## config.mk

```make
export PLATFORM = sky130hd
export DESIGN_NAME = framebuffer_axi_mover
export DESIGN_NICKNAME = d
export VERILOG_FILES = /design/src/rtl/framebuffer_axi_mover.sv
export SDC_FILE = /design/constraint.sdc
export NUM_CORES = 1
export LEC_CHECK = 0
export CAP_MARGIN = 20
export CORE_MARGIN = 8
export CORE_UTILIZATION = 30
export DETAILED_ROUTE_END_ITERATION = 8
export PLACE_DENSITY = 0.76
export SYNTH_ARGS = -nofsm -noshare
export SYNTH_HDL_FRONTEND = slang
export SYNTH_SLANG_ARGS = --single-unit
export TNS_END_PERCENT = 5
```

## constraint.sdc

```tcl
create_clock -name aclk -period 12.19 [get_ports aclk]
set_clock_uncertainty 0.1 [all_clocks]
set_input_delay 1.219 -clock aclk [delete_from_list [all_inputs] [get_ports aclk]]
set_output_delay 1.219 -clock aclk [all_outputs]
set_load 0.01 [all_outputs]
```

## src/rtl/framebuffer_axi_mover.sv

```systemverilog
// framebuffer_axi_mover
//   Moves a contiguous block of beats between an AXI4 memory and a pair of
//   AXI-Stream ports. A command (start address, beat count, direction) is
//   split into INCR bursts that never exceed 2^MAX_BURST_LG beats and never
//   cross a 4 KiB boundary. At most one burst is in flight. Data is not
//   buffered: W is fed straight from s_axis, and m_axis straight from R.
//
// Ports
//   aclk, reset                 clock, synchronous active-high reset
//   s_avalid/s_aready           command handshake
//   s_aaddr, s_abeats, s_arnw   start byte address, beat count, 1 = write
//   s_axis_*                    stream in, written to memory
//   m_axis_*                    stream out, read from memory
//   aw*/w*/b*/ar*/r*            AXI4 master channels
//   busy                        high whenever a command is in progress
//   errResp                     sticky: a non-OKAY bresp/rresp was seen
//   errLast                     sticky: s_axis_tlast disagreed with the final beat
module framebuffer_axi_mover #(
    parameter int STREAM_WIDTH = 64,
    parameter int ADDR_WIDTH   = 32,
    parameter int MAX_BURST_LG = 4
) (
    input  logic                      aclk,
    input  logic                      reset,
    input  logic                      s_avalid,
    output logic                      s_aready,
    input  logic [ADDR_WIDTH-1:0]     s_aaddr,
    input  logic [ADDR_WIDTH-1:0]     s_abeats,
    input  logic                      s_arnw,
    input  logic                      s_axis_tvalid,
    output logic                      s_axis_tready,
    input  logic                      s_axis_tlast,
    input  logic [STREAM_WIDTH-1:0]   s_axis_tdata,
    input  logic [STREAM_WIDTH/8-1:0] s_axis_tstrb,
    output logic                      m_axis_tvalid,
    input  logic                      m_axis_tready,
    output logic                      m_axis_tlast,
    output logic [STREAM_WIDTH-1:0]   m_axis_tdata,
    output logic                      awvalid,
    input  logic                      awready,
    output logic [ADDR_WIDTH-1:0]     awaddr,
    output logic [7:0]                awlen,
    output logic [2:0]                awsize,
    output logic [1:0]                awburst,
    output logic                      wvalid,
    input  logic                      wready,
    output logic [STREAM_WIDTH-1:0]   wdata,
    output logic [STREAM_WIDTH/8-1:0] wstrb,
    output logic                      wlast,
    input  logic                      bvalid,
    output logic                      bready,
    input  logic [1:0]                bresp,
    output logic                      arvalid,
    input  logic                      arready,
    output logic [ADDR_WIDTH-1:0]     araddr,
    output logic [7:0]                arlen,
    output logic [2:0]                arsize,
    output logic [1:0]                arburst,
    input  logic                      rvalid,
    output logic                      rready,
    input  logic [STREAM_WIDTH-1:0]   rdata,
    input  logic [1:0]                rresp,
    input  logic                      rlast,
    output logic                      busy,
    output logic                      errResp,
    output logic                      errLast
);

    localparam int          BYTES     = STREAM_WIDTH / 8;
    localparam int          SIZE_LG   = $clog2(BYTES);
    localparam logic [12:0] MAX_BURST = 13'(2 ** MAX_BURST_LG);

    typedef enum logic [2:0] {
        IDLE,
        WR_ADDR,
        WR_DATA,
        WR_RESP,
        RD_ADDR,
        RD_DATA
    } state_t;

    state_t                state_q, state_d;
    logic [ADDR_WIDTH-1:0] addr_q;
    logic [ADDR_WIDTH-1:0] remaining_q;
    logic [8:0]            beat_cnt_q;
    logic                  awvalid_q;
    logic                  arvalid_q;
    logic                  err_resp_q;
    logic                  err_last_q;
    logic [8:0]            burst_l;
    logic                  last_in_burst;
    logic                  final_beat;
    logic                  unused_rlast;

    // Beats in the next burst: limited by what is left, the burst cap and
    // the distance to the next 4 KiB page (addresses are beat-aligned, so
    // the page distance is always a whole, non-zero number of beats).
    function automatic logic [8:0] burst_len(input logic [ADDR_WIDTH-1:0] addr,
                                             input logic [ADDR_WIDTH-1:0] remaining);
        logic [12:0] to_page;
        logic [12:0] cap;
        to_page = (13'h1000 - {1'b0, addr[11:0]}) >> SIZE_LG;
        cap     = (to_page < MAX_BURST) ? to_page : MAX_BURST;
        if (remaining < ADDR_WIDTH'(cap))
            burst_len = 9'(remaining);
        else
            burst_len = 9'(cap);
    endfunction

    // addr_q/remaining_q only change on the address handshake, so the
    // burst fields stay stable for as long as a*valid is held.
    assign burst_l       = burst_len(addr_q, remaining_q);
    assign last_in_burst = (beat_cnt_q == 9'd1);
    assign final_beat    = last_in_burst && (remaining_q == '0);

    assign awvalid = awvalid_q;
    assign awaddr  = addr_q;
    assign awlen   = 8'(burst_l - 9'd1);
    assign awsize  = 3'(SIZE_LG);
    assign awburst = 2'b01;
    assign arvalid = arvalid_q;
    assign araddr  = addr_q;
    assign arlen   = 8'(burst_l - 9'd1);
    assign arsize  = 3'(SIZE_LG);
    assign arburst = 2'b01;

    assign wdata        = s_axis_tdata;
    assign wstrb        = s_axis_tstrb;
    assign m_axis_tdata = rdata;

    assign busy    = (state_q != IDLE);
    assign errResp = err_resp_q;
    assign errLast = err_last_q;

    // Burst ends are tracked by the beat counter, so rlast is not needed.
    assign unused_rlast = rlast;

    always_comb begin
        state_d       = state_q;
        s_aready      = 1'b0;
        s_axis_tready = 1'b0;
        wvalid        = 1'b0;
        wlast         = 1'b0;
        bready        = 1'b0;
        rready        = 1'b0;
        m_axis_tvalid = 1'b0;
        m_axis_tlast  = 1'b0;
        case (state_q)
            IDLE: begin
                s_aready = 1'b1;
                if (s_avalid && (s_abeats != '0))
                    state_d = s_arnw ? WR_ADDR : RD_ADDR;
            end
            WR_ADDR: begin
                if (awvalid_q && awready)
                    state_d = WR_DATA;
            end
            WR_DATA: begin
                wvalid        = s_axis_tvalid;
                s_axis_tready = wready;
                wlast         = last_in_burst;
                if (s_axis_tvalid && wready && last_in_burst)
                    state_d = WR_RESP;
            end
            WR_RESP: begin
                bready = 1'b1;
                if (bvalid)
                    state_d = (remaining_q == '0) ? IDLE : WR_ADDR;
            end
            RD_ADDR: begin
                if (arvalid_q && arready)
                    state_d = RD_DATA;
            end
            RD_DATA: begin
                m_axis_tvalid = rvalid;
                rready        = m_axis_tready;
                m_axis_tlast  = final_beat;
                if (rvalid && m_axis_tready && last_in_burst)
                    state_d = (remaining_q == '0) ? IDLE : RD_ADDR;
            end
            default: state_d = IDLE;
        endcase
    end

    always_ff @(posedge aclk) begin
        if (reset) begin
            state_q     <= IDLE;
            addr_q      <= '0;
            remaining_q <= '0;
            beat_cnt_q  <= '0;
            awvalid_q   <= 1'b0;
            arvalid_q   <= 1'b0;
            err_resp_q  <= 1'b0;
            err_last_q  <= 1'b0;
        end else begin
            state_q   <= state_d;
            // a*valid is raised on entry to the address state and held there
            awvalid_q <= (state_d == WR_ADDR);
            arvalid_q <= (state_d == RD_ADDR);
            case (state_q)
                IDLE: begin
                    if (s_avalid) begin
                        addr_q      <= s_aaddr;
                        remaining_q <= s_abeats;
                        err_resp_q  <= 1'b0;
                        err_last_q  <= 1'b0;
                    end
                end
                WR_ADDR, RD_ADDR: begin
                    if ((awvalid_q && awready) || (arvalid_q && arready)) begin
                        addr_q      <= addr_q + (ADDR_WIDTH'(burst_l) << SIZE_LG);
                        remaining_q <= remaining_q - ADDR_WIDTH'(burst_l);
                        beat_cnt_q  <= burst_l;
                    end
                end
                WR_DATA: begin
                    if (s_axis_tvalid && wready) begin
                        beat_cnt_q <= beat_cnt_q - 9'd1;
                        if (s_axis_tlast != final_beat)
                            err_last_q <= 1'b1;
                    end
                end
                WR_RESP: begin
                    if (bvalid && (bresp != 2'b00))
                        err_resp_q <= 1'b1;
                end
                RD_DATA: begin
                    if (rvalid && m_axis_tready) begin
                        beat_cnt_q <= beat_cnt_q - 9'd1;
                        if (rresp != 2'b00)
                            err_resp_q <= 1'b1;
                    end
                end
                default: ;
            endcase
        end
    end

endmodule

```

## Yosys cells after proc, flatten, opt, wreduce, memory -nomap -nowiden

Index checks and enable logic that the tools add are counted.

- Memories: 0
- Bits in writable memories: 0
- Logic and storage cells: 94
- Register bits after elaboration: 80
- ROM bits: 0
- Input bits: 217
- Bits in latches: 0
- Output and inout port bits: 239

- Multiplexer cells: 38
- Reduce and logical (&&, ||, !) cells: 25
- Divide/modulo/power cells: 0
- Multipliers: 0
- Bitwise operators: 0
- Shift operators: 0
- $lt $le $gt $ge: 2
- $add $sub $neg: 5
- Equal/unequal tests: 16

Operators by type and width:

| cell | number |
|---|---|
| 32-bit two-way mux | 4 |
| 32-bit case mux with 2 select lines | 2 |
| 9-bit two-way mux | 4 |
| 32-bit by 12-bit adder with 32-bit output | 1 |
| 32-bit logical NOT | 1 |
| 32-bit by 10-bit < comparator with 1-bit output | 1 |
| 32-bit nonzero test | 1 |
| 32-bit by 9-bit subtractor with 32-bit output | 1 |
| 9-bit case mux with 3 select lines | 1 |
| 3-bit two-way mux | 8 |
| 3-bit case mux with 6 select lines | 1 |
| 1-bit two-way mux | 15 |
| 2-bit != test (second input constant) | 7 |
| 13-bit by 12-bit subtractor with 13-bit output (first input constant) | 1 |
| 10-bit by 5-bit < comparator with 1-bit output (second input constant) | 1 |
| 10-bit two-way mux | 1 |
| 3-bit equality test (second input constant) | 3 |
| 9-bit by 1-bit equality test with 1-bit output (second input constant) | 1 |
| 1-bit logical AND | 9 |
| 3-bit nonzero test | 3 |
| 9-bit by 1-bit subtractor with 9-bit output (second input constant) | 1 |
| 4-bit AND reduction | 2 |
| 2-bit nonzero test | 4 |
| 8-bit by 1-bit subtractor with 8-bit output (second input constant) | 1 |
| 10 further kinds | 12 |

## Longest topological paths before layout

Gate-level depths: netlist of run 1.

- Depth after elaboration: 8
- Depth in mapped cells: 27
- Depth with buffers taken out: 24

## Worst setup path after synthesis of run 1

No wires, ideal clock.

- Path kind: flip-flop to flip-flop
- From: register addr_q[3] (netlist: araddr[3])
- To: register addr_q[19] (netlist: araddr[19])
- Path buffers: 3
- Cell stages (with the launch flop): 25
- Period minus slack after synthesis: 5.652 ns
- Required time: 11.973 ns
- Arrival time: 5.435 ns
- Path slack: 6.538 ns
- Setup time: 0.117 ns
- Cells stage by stage: dfxtp_1 -> or4_1 -> clkbuf_1 -> o21ai_0 -> and3_1 -> inv_1 -> ha_1 -> a21oi_1 -> nor2b_1 -> o31ai_1 -> o211ai_2 -> clkbuf_1 -> o21ai_0 -> ha_1 -> inv_1 -> fa_1 -> inv_1 -> a21o_1 -> o41ai_1 -> a221oi_1 -> nand3_1 -> nand2_2 -> buf_4 -> nand4_1 -> a32o_1

- Longest elaborated chain between the ends: 8

RTL lines:

| element | RTL line | text |
|---|---|---|
| from (decl) | 83 | `logic [ADDR_WIDTH-1:0] addr_q;` |
| from (signal assigned) | 203 | `addr_q <= s_aaddr;` |
| from (signal assigned) | 211 | `addr_q <= addr_q + (ADDR_WIDTH'(burst_l) << SIZE_LG);` |
| 13-bit by 12-bit subtractor with 13-bit output | 102 | `to_page = (13'h1000 - {1'b0, addr[11:0]}) >> SIZE_LG;` |
| 10-bit by 5-bit < comparator with 1-bit output | 103 | `cap = (to_page < MAX_BURST) ? to_page : MAX_BURST;` |
| 10-bit two-way mux | 103 |  |
| 32-bit by 10-bit < comparator with 1-bit output | 104 | `if (remaining < ADDR_WIDTH'(cap))` |
| 9-bit two-way mux | 104 |  |
| 32-bit by 12-bit adder with 32-bit output (*) | 211 |  |
| 32-bit two-way mux (*) | 210 | `if ((awvalid_q && awready) \|\| (arvalid_q && arready)) begin` |
| 32-bit case mux with 2 select lines (*) | 200 | `case (state_q)` |

Mark *: on every way between the ends. The rest lies on a longest branch, timed or not. The select of a mux whose other input is x is not followed.
A chain may end at the register's enable or synchronous reset.

## Final worst setup path of run 1

- From: register addr_q[8] (netlist: araddr[8])
- To: output port arlen[6]

- Longest elaborated chain between the ends: 6

RTL lines:

| element | RTL line | text |
|---|---|---|
| 13-bit by 12-bit subtractor with 13-bit output (*) | 102 |  |
| 10-bit by 5-bit < comparator with 1-bit output | 103 |  |
| 10-bit two-way mux (*) | 103 |  |
| 32-bit by 10-bit < comparator with 1-bit output | 104 |  |
| 9-bit two-way mux (*) | 104 |  |
| 8-bit by 1-bit subtractor with 8-bit output (*) | 123 | `assign arlen = 8'(burst_l - 9'd1);` |
| to (decl) | 56 | `output logic [7:0] arlen,` |

Mark *: on every way between the ends. The rest lies on a longest branch, timed or not.

==> results.py, run 1 <==
metrics = {
    "synthesis": {
        "synthesis.yosys.warnings": 0,
        "synth-seq-area-share_pct": 20.83,
        "synth.lib_cells_used.distinct": 82,
        "synthDominantCellAreaShare_pct": 20.83,
        "cell_types_occupying_the_most_area_after_synthesis": "dfxtp_1 (21%), buf_4 (18%), nor2_1 (5.0%)",
        "async_reset_ff_share_pct": 0,
        "number_of_synthesized_flops_with_an_enable_pin": 0,
        "yosys-top-cells-count": "buf_4 (187), nor2_1 (102), nand2_1 (92)",
        "synth_ff_type": "dfxtp_1",
        "synth.largest_area_cell": "dfxtp_1",
        "postSynthAreaPerCell_sq_um": 7.206,
        "syn-instance-count": 1067,
        "ys_seq_elements": 80,
        "synth_most_common_cell": "buf_4",
        "syn_std_cell_area_sq_um": 7689,
    },
    "layout": {
        "layout.area.seq_sq_um": 1602,
        "final_net_count": 1267,
        "layout-drive-gt1-share_pct": 5.808,
        "layout-area-overhead-vs-synth_pct": 12.55,
        "final_design_area_no_fill_sq_um": 8653,
        "multi_input_area_sq_um": 4418,
        "fillers": 2655,
        "n_antenna_cell": 0,
    },
    "worst_setup_path": {
        "endpoint": "arlen[6]",
        "cp.arrival_ns": 6.05,
        "worst-endpoint-required_ns": 10.87,
        "crit_path_start_kind": "flip-flop",
        "cell_depth_of_the_worst_flop_to_flop_path": 20,
        "critPathLaunch": "araddr[8]",
        "reg2reg_from": "araddr[8]",
        "critical_path.reg2reg.endpoint": "araddr[21]",
        "largest_stage_delay_worst_path_ns": 0.79,
        "critical_path_class": "flip-flop to output pin",
        "rrSetupSlack_ns": 4.84,
        "worst-path-max-fanout": 23,
        "timing.critical_path.slowest_stage_cell": "o21ai_0",
        "path_cells": "nand4_1 -> or2_2 -> nor2_1 -> ha_1 -> and4_1 -> o31ai_1 -> o211ai_2 -> o21ai_0 -> inv_1 -> ha_1 -> nand4_1 -> xnor2_1 -> clkdlybuf4s50_1",
        "critPathCaptureType": "output pin",
    },
    "clocking": {
        "clk_path_buf_depth": 2,
        "clk_tree_root_cell": "clkbuf_16",
        "tritoncts": "done",
        "num_cts_buffers": 9,
        "clkSlewWorstSetupHoldPaths_ns": 0.07,
        "clk-insertion-delay-late_ns": 0.36,
        "hold_buffers": 0,
        "clock_sink_count": 80,
        "htree_levels": 3,
        "cts_repair_resize_count": 0,
        "post_cts_buffers": 0,
    },
    "power": {
        "power_leakage_nw": 3.177,
        "ir_worst_vdd_mv": 0.07220,
        "power_density_nw_per_um2": 126.1,
    },
    "global_routing": {
        "vias_in_the_first_global_route": 7419,
        "grt_first_pass_wirelength_um": 43030,
        "globalRouteOverflowTotal": 0,
        "global_route.usage.total_pct": 17.47,
        "grt_max_degree": 77,
        "grt_antenna_before_repair": 0,
    },
    "placed_design": {
        "place_hpwl_um": 20850,
        "global_placer_s_final_weighted_congestion": 0.8834,
        "placement.cell_area_sq_um": 8322,
        "placement.io_buffers": 172,
    },
    "die": {
        "initial_core_util_pct": 30.53,
        "die-width_um": 176.1,
        "design.die.area_sq_um": 31010,
        "die_y_um": 176.1,
        "num_rows": 58,
        "top_level_ports": 456,
        "coreArea_sq_um": 25180,
    },
    "detailed_routing": {
        "per_cell_routed_wire_length_um": 20.80,
        "post-route-drc-count": 0,
        "via_count": 7719,
        "initialDrtViolationCount": 579,
        "drt.antenna.violating_nets": 0,
        "dr.pass1.iters": 9,
        "drt-vias-per-instance": 5.663,
        "wl_um": 28360,
    },
    "job": {
        "drv.max_cap_violation_count": 0,
    },
    "sta": {
        "report.final.slew_viol_count": 0,
        "setup-violations-final": 0,
        "finalCritPeriodShare_pct": 60.47,
        "worst_pin_slew_ns": 1.002,
        "timing.max_slew.rel_slack_pct": 32.99,
        "number_of_hold_violations_in_the_final_report": 0,
        "unrepaired_setup_endpoints_after_global_routing": "no",
        "min_period_ns": 7.371,
        "setup_total_negative_slack_ns": 0,
        "maxClockFrequency_mhz": 135.7,
    },
    "run_status": {
        "outcome": "complete, no violations",
    },
    "hold_path": {
        "timing.hold.worst.class": "flip-flop to flip-flop",
    },
}
## metal layers
metal | track usage, % | routed length (um)
met4 | 6.747 | 886
met2 | 29.05 | 13240
met3 | 5.042 | 2747
met5 | 0 | 0
met1 | 20.95 | 11480
## where the power goes
group / switching, mW / total [mW] / leakage, nW / internal, mW
clock network: 0.136 / 0.320 / 0.163 / 0.184
logic: 0.242 / 0.426 / 2.36 / 0.183
registers: 0.0536 / 0.346 / 0.657 / 0.292
## stage by stage
stage	instances	power, mW	worst slack (ns)	utilization (%)	hold slack [ns]
2_1_floorplan	1080	0.6614	6.538	-	0.3383
3_3_place_gp	1347	0.7638	5.221	33.05	0.3539
3_5_place_dp	1347	0.7738	5.032	33.05	0.3693
4_1_cts	1363	1.098	4.879	34.36	0.3810
5_1_grt	1363	1.160	4.414	34.36	0.4004
6_report	1363	1.092	4.819	34.36	0.3853
## critical path, delay by kind of cell, from the launching register on
kind                     cells  cell delay, ns
buffers and inverters        2            0.85
AND/OR/NAND/NOR              5            1.56
flip-flops                   1            0.54
AO/OA/AOI/OAI                3            1.87
adder cells (fa/ha/maj)      2            0.68
XOR/XNOR                     1            0.21
## flip-flops by register name, indices dropped and copies added (netlist names)
signal       count
araddr          32
arvalid          1
awvalid          1
beat_cnt_q       9
errLast          1
errResp          1
remaining_q     32
state_q          3
## cell families (layout without fill, tap and decap cells)
| family | after synthesis | after routing | share of synthesized area (%) |
|---|---|---|---|
| AO/OA/AOI/OAI | 276 | 276 | 24.78 |
| multiplexers | 4 | 4 | 0.5533 |
| adder cells (fa/ha/maj) | 24 | 24 | 3.954 |
| XOR/XNOR | 16 | 16 | 1.823 |
| other | 2 | 15 | 0.09768 |
| buffers and inverters | 272 | 225 | 22.54 |
| flip-flops | 80 | 80 | 20.83 |
| AND/OR/NAND/NOR | 393 | 393 | 25.42 |
## cell type report
type / count / share of cell area [%]
sequential: 80 / 18.51
multi-input combinational: 728 / 51.06
clock inverter: 7 / 1.229
tap: 330 / 4.772
timing repair buffer: 181 / 20.62
clock buffer: 9 / 2.603
inverter: 28 / 1.215
## worst min path at each step
| stage | start | cells past startpoint | end |
|---|---|---|---|
| 3_5_place_dp | remaining_q[24] | 2 | remaining_q[24] |
| 4_1_cts | remaining_q[24] | 2 | remaining_q[24] |
| 5_1_grt | remaining_q[28] | 1 | remaining_q[28] |
| 3_3_place_gp | remaining_q[13] | 2 | remaining_q[13] |
| 2_1_floorplan | remaining_q[28] | 1 | remaining_q[28] |
| 6_report | remaining_q[28] | 1 | remaining_q[28] |
## cells in the final DEF, fill, tap and decap left out, types with 9 or more instances in the layout
master,count
a311oi_1,12
nand3_1,26
conb_1,15
buf_4,9
o21ai_0,57
xnor2_1,13
a21oi_1,57
nand4_1,15
nand2b_1,9
clkdlybuf4s50_1,171
a211oi_1,29
a22oi_1,10
inv_1,27
nor4_1,31
a21o_1,9
nand2_1,92
or3_1,10
dfxtp_1,80
ha_1,21
o22ai_1,10
nor2_1,101
clkbuf_16,9
nor3_1,41
and3_1,24
No activity file was read; power rests on OpenSTA's default activity.
==> run 2, diff against run 1 <==
- PLACE_DENSITY: 0.76 -> 0.79
- clock period: 12.19 -> 6.34 ns (I/O delays scaled with it)
==> run 2 against run 1 <==
Against the previous run: final cell count grew 1.1%; sequential power increased by 91%; worst hold slack got worse by 0.0081 ns; via count rose by 0.97%; wire length decreased by 0.47%; critical path depth up 3; highest routed layer unchanged; global-route usage decreased by 0.12 points; first-iteration DRC count increased by 32%; largest cell class unchanged.
==> results.py, run 2 (synthesis results as in run 1) <==
metrics = {
    "die": {
        "coreArea_sq_um": 25180,
        "design.die.area_sq_um": 31010,
        "top_level_ports": 456,
        "initial_core_util_pct": 30.53,
        "die_y_um": 176.1,
        "num_rows": 58,
        "die-width_um": 176.1,
    },
    "global_routing": {
        "globalRouteOverflowTotal": 0,
        "global_route.usage.total_pct": 17.36,
        "vias_in_the_first_global_route": 7476,
        "grt_util_met2_pct": 28.65,
        "grt_use_met1_pct": 21.55,
        "grt_util_met3_pct": 4.038,
        "grt_antenna_before_repair": 0,
        "grt_max_degree": 76,
        "grt.busiest_layer": "met2",
        "grt_first_pass_wirelength_um": 42900,
    },
    "power": {
        "power.share.clock_pct": 27.5,
        "sw_frac_of_total_pct": 40.11,
        "design_power_total_mw": 2.070,
        "share_seq_of_total_power_pct": 31.9,
        "power_density_nw_per_um2": 236.6,
        "power.switching_mw": 0.8305,
        "ir_worst_vdd_mv": 0.1144,
        "power_leakage_nw": 3.229,
        "internal-power_mw": 1.240,
        "combinationalPowerShare_pct": 40.6,
    },
    "sta": {
        "min_period_ns": 5.997,
        "fin_ws_ns": 0.3433,
        "report.final.slew_viol_count": 0,
        "finalCritPeriodShare_pct": 94.59,
        "setup_total_negative_slack_ns": 0,
        "unrepaired_setup_endpoints_after_global_routing": "no",
        "worst_hold_slack_ns": 0.3771,
        "worst_pin_slew_ns": 1.009,
        "setup-violations-final": 0,
        "number_of_hold_violations_in_the_final_report": 0,
        "timing.max_slew.rel_slack_pct": 32.58,
        "maxClockFrequency_mhz": 166.8,
    },
    "worst_setup_path": {
        "path_cells": "or4_4 -> or3_1 -> and3_1 -> inv_1 -> ha_1 -> a21oi_1 -> nor2b_1 -> o31a_1 -> a211oi_2 -> nor2_1 -> a21oi_1 -> nand3_1 -> nor3_2 -> nand3_1 -> xnor2_1 -> clkdlybuf4s50_1",
        "cell_depth_of_the_worst_flop_to_flop_path": 24,
        "critPathLaunch": "araddr[0]",
        "worst-path-max-fanout": 14,
        "crit_path_start_kind": "flip-flop",
        "critPathCaptureType": "output pin",
        "rrSetupSlack_ns": 0.35,
        "reg2reg_from": "araddr[8]",
        "worst-endpoint-required_ns": 5.61,
        "cp.arrival_ns": 5.26,
        "largest_stage_delay_worst_path_ns": 0.63,
        "critical_path_class": "flip-flop to output pin",
        "timing.critical_path.slowest_stage_cell": "or4_4",
        "critical_path.reg2reg.endpoint": "araddr[13]",
    },
    "layout": {
        "final_net_count": 1282,
        "layout_commonest_cell": "clkdlybuf4s50_1",
        "n_antenna_cell": 0,
        "layout-drive-gt1-share_pct": 7.252,
        "mostFrequentLayoutCells": "clkdlybuf4s50_1 (171), nor2_1 (102), nand2_1 (92)",
        "final_design_area_no_fill_sq_um": 8751,
        "layout-area-overhead-vs-synth_pct": 13.82,
    },
    "detailed_routing": {
        "drt-vias-per-instance": 5.656,
        "dr.pass1.iters": 5,
        "post-route-drc-count": 0,
        "via_count": 7794,
        "wl_um": 28220,
        "drt.antenna.violating_nets": 0,
        "initialDrtViolationCount": 762,
        "per_cell_routed_wire_length_um": 20.48,
    },
    "job": {
        "drv.max_cap_violation_count": 0,
    },
    "placed_design": {
        "place_hpwl_um": 21130,
        "placement.io_buffers": 172,
        "placement.cell_area_sq_um": 8432,
        "global_placer_s_final_weighted_congestion": 0.9074,
        "preCtsSetupSlack_ns": 0.2929,
    },
    "clocking": {
        "clk_path_buf_depth": 2,
        "clk-insertion-delay-late_ns": 0.36,
        "cts_repair_resize_count": 0,
        "clock_sink_count": 80,
        "post_cts_buffers": 0,
        "htree_levels": 3,
        "hold_buffers": 0,
        "tritoncts": "done",
        "clk_tree_root_cell": "clkbuf_16",
        "clkSlewWorstSetupHoldPaths_ns": 0.07,
        "num_cts_buffers": 9,
    },
    "hold_path": {
        "hold_path_depth": 2,
        "min_delay_endpoint": "remaining_q[13]",
        "timing.hold.worst.class": "flip-flop to flip-flop",
        "worst_hold_start": "remaining_q[13]",
    },
    "run_status": {
        "outcome": "complete, no violations",
    },
}
-- run 2: critical path, delay by kind of cell (launching register included) --
family,cells,cell delay (ns)
AND/OR/NAND/NOR,8,2.10
AO/OA/AOI/OAI,4,1.21
buffers and inverters,2,0.70
adder cells (fa/ha/maj),1,0.25
XOR/XNOR,1,0.29
flip-flops,1,0.35
-- run 2: routing by layer --
| metal | wire length, um | share of wire [%] | vias up |
|---|---|---|---|
| li1 | - | - | 3627 |
| met1 | 11650 | 41 | 3644 |
| met2 | 13310 | 47 | 431 |
| met3 | 2398 | 8.5 | 92 |
| met4 | 865 | 3.1 | 0 |
| met5 | 0 | 0 | - |
-- run 2: area by class of cell --
cell class	instances	area, sq um
Multi-Input combinational cell	728	4424
Clock buffer	9	225.2
Tap cell	330	412.9
Inverter	28	105.1
Fill cell	2664	16430
Timing Repair Buffer	196	1897
Sequential cell	80	1602
Clock inverter	7	85.08
-- run 2: how the worst max path moves through the flow --
| stage | end | slack (ns) | cells after the start |
|---|---|---|---|
| floorplan | araddr[19] | 0.69 | 24 |
| global placement | araddr[13] | 0.39 | 22 |
| detailed placement | araddr[13] | 0.29 | 22 |
| CTS | awlen[7] | 0.12 | 19 |
| global route | remaining_q[28] | 0.03 | 23 |
| finish | awlen[7] | 0.34 | 16 |
-- run 2: power by group through the flow --
stage	logic (mW)	registers [mW]	clock network (mW)
after CTS	0.832	0.658	0.583
final	0.840	0.661	0.569
after global routing	0.917	0.672	0.602
after detailed placement	0.827	0.669	0
after global placement	0.812	0.667	0
after floorplan	0.633	0.639	0
-- run 2: through the flow --
step	util, %	cells
6_report	34.75	1378
5_1_grt	34.75	1378
4_1_cts	34.72	1378
3_5_place_dp	33.48	1362
3_3_place_gp	33.48	1362
2_1_floorplan	-	1080
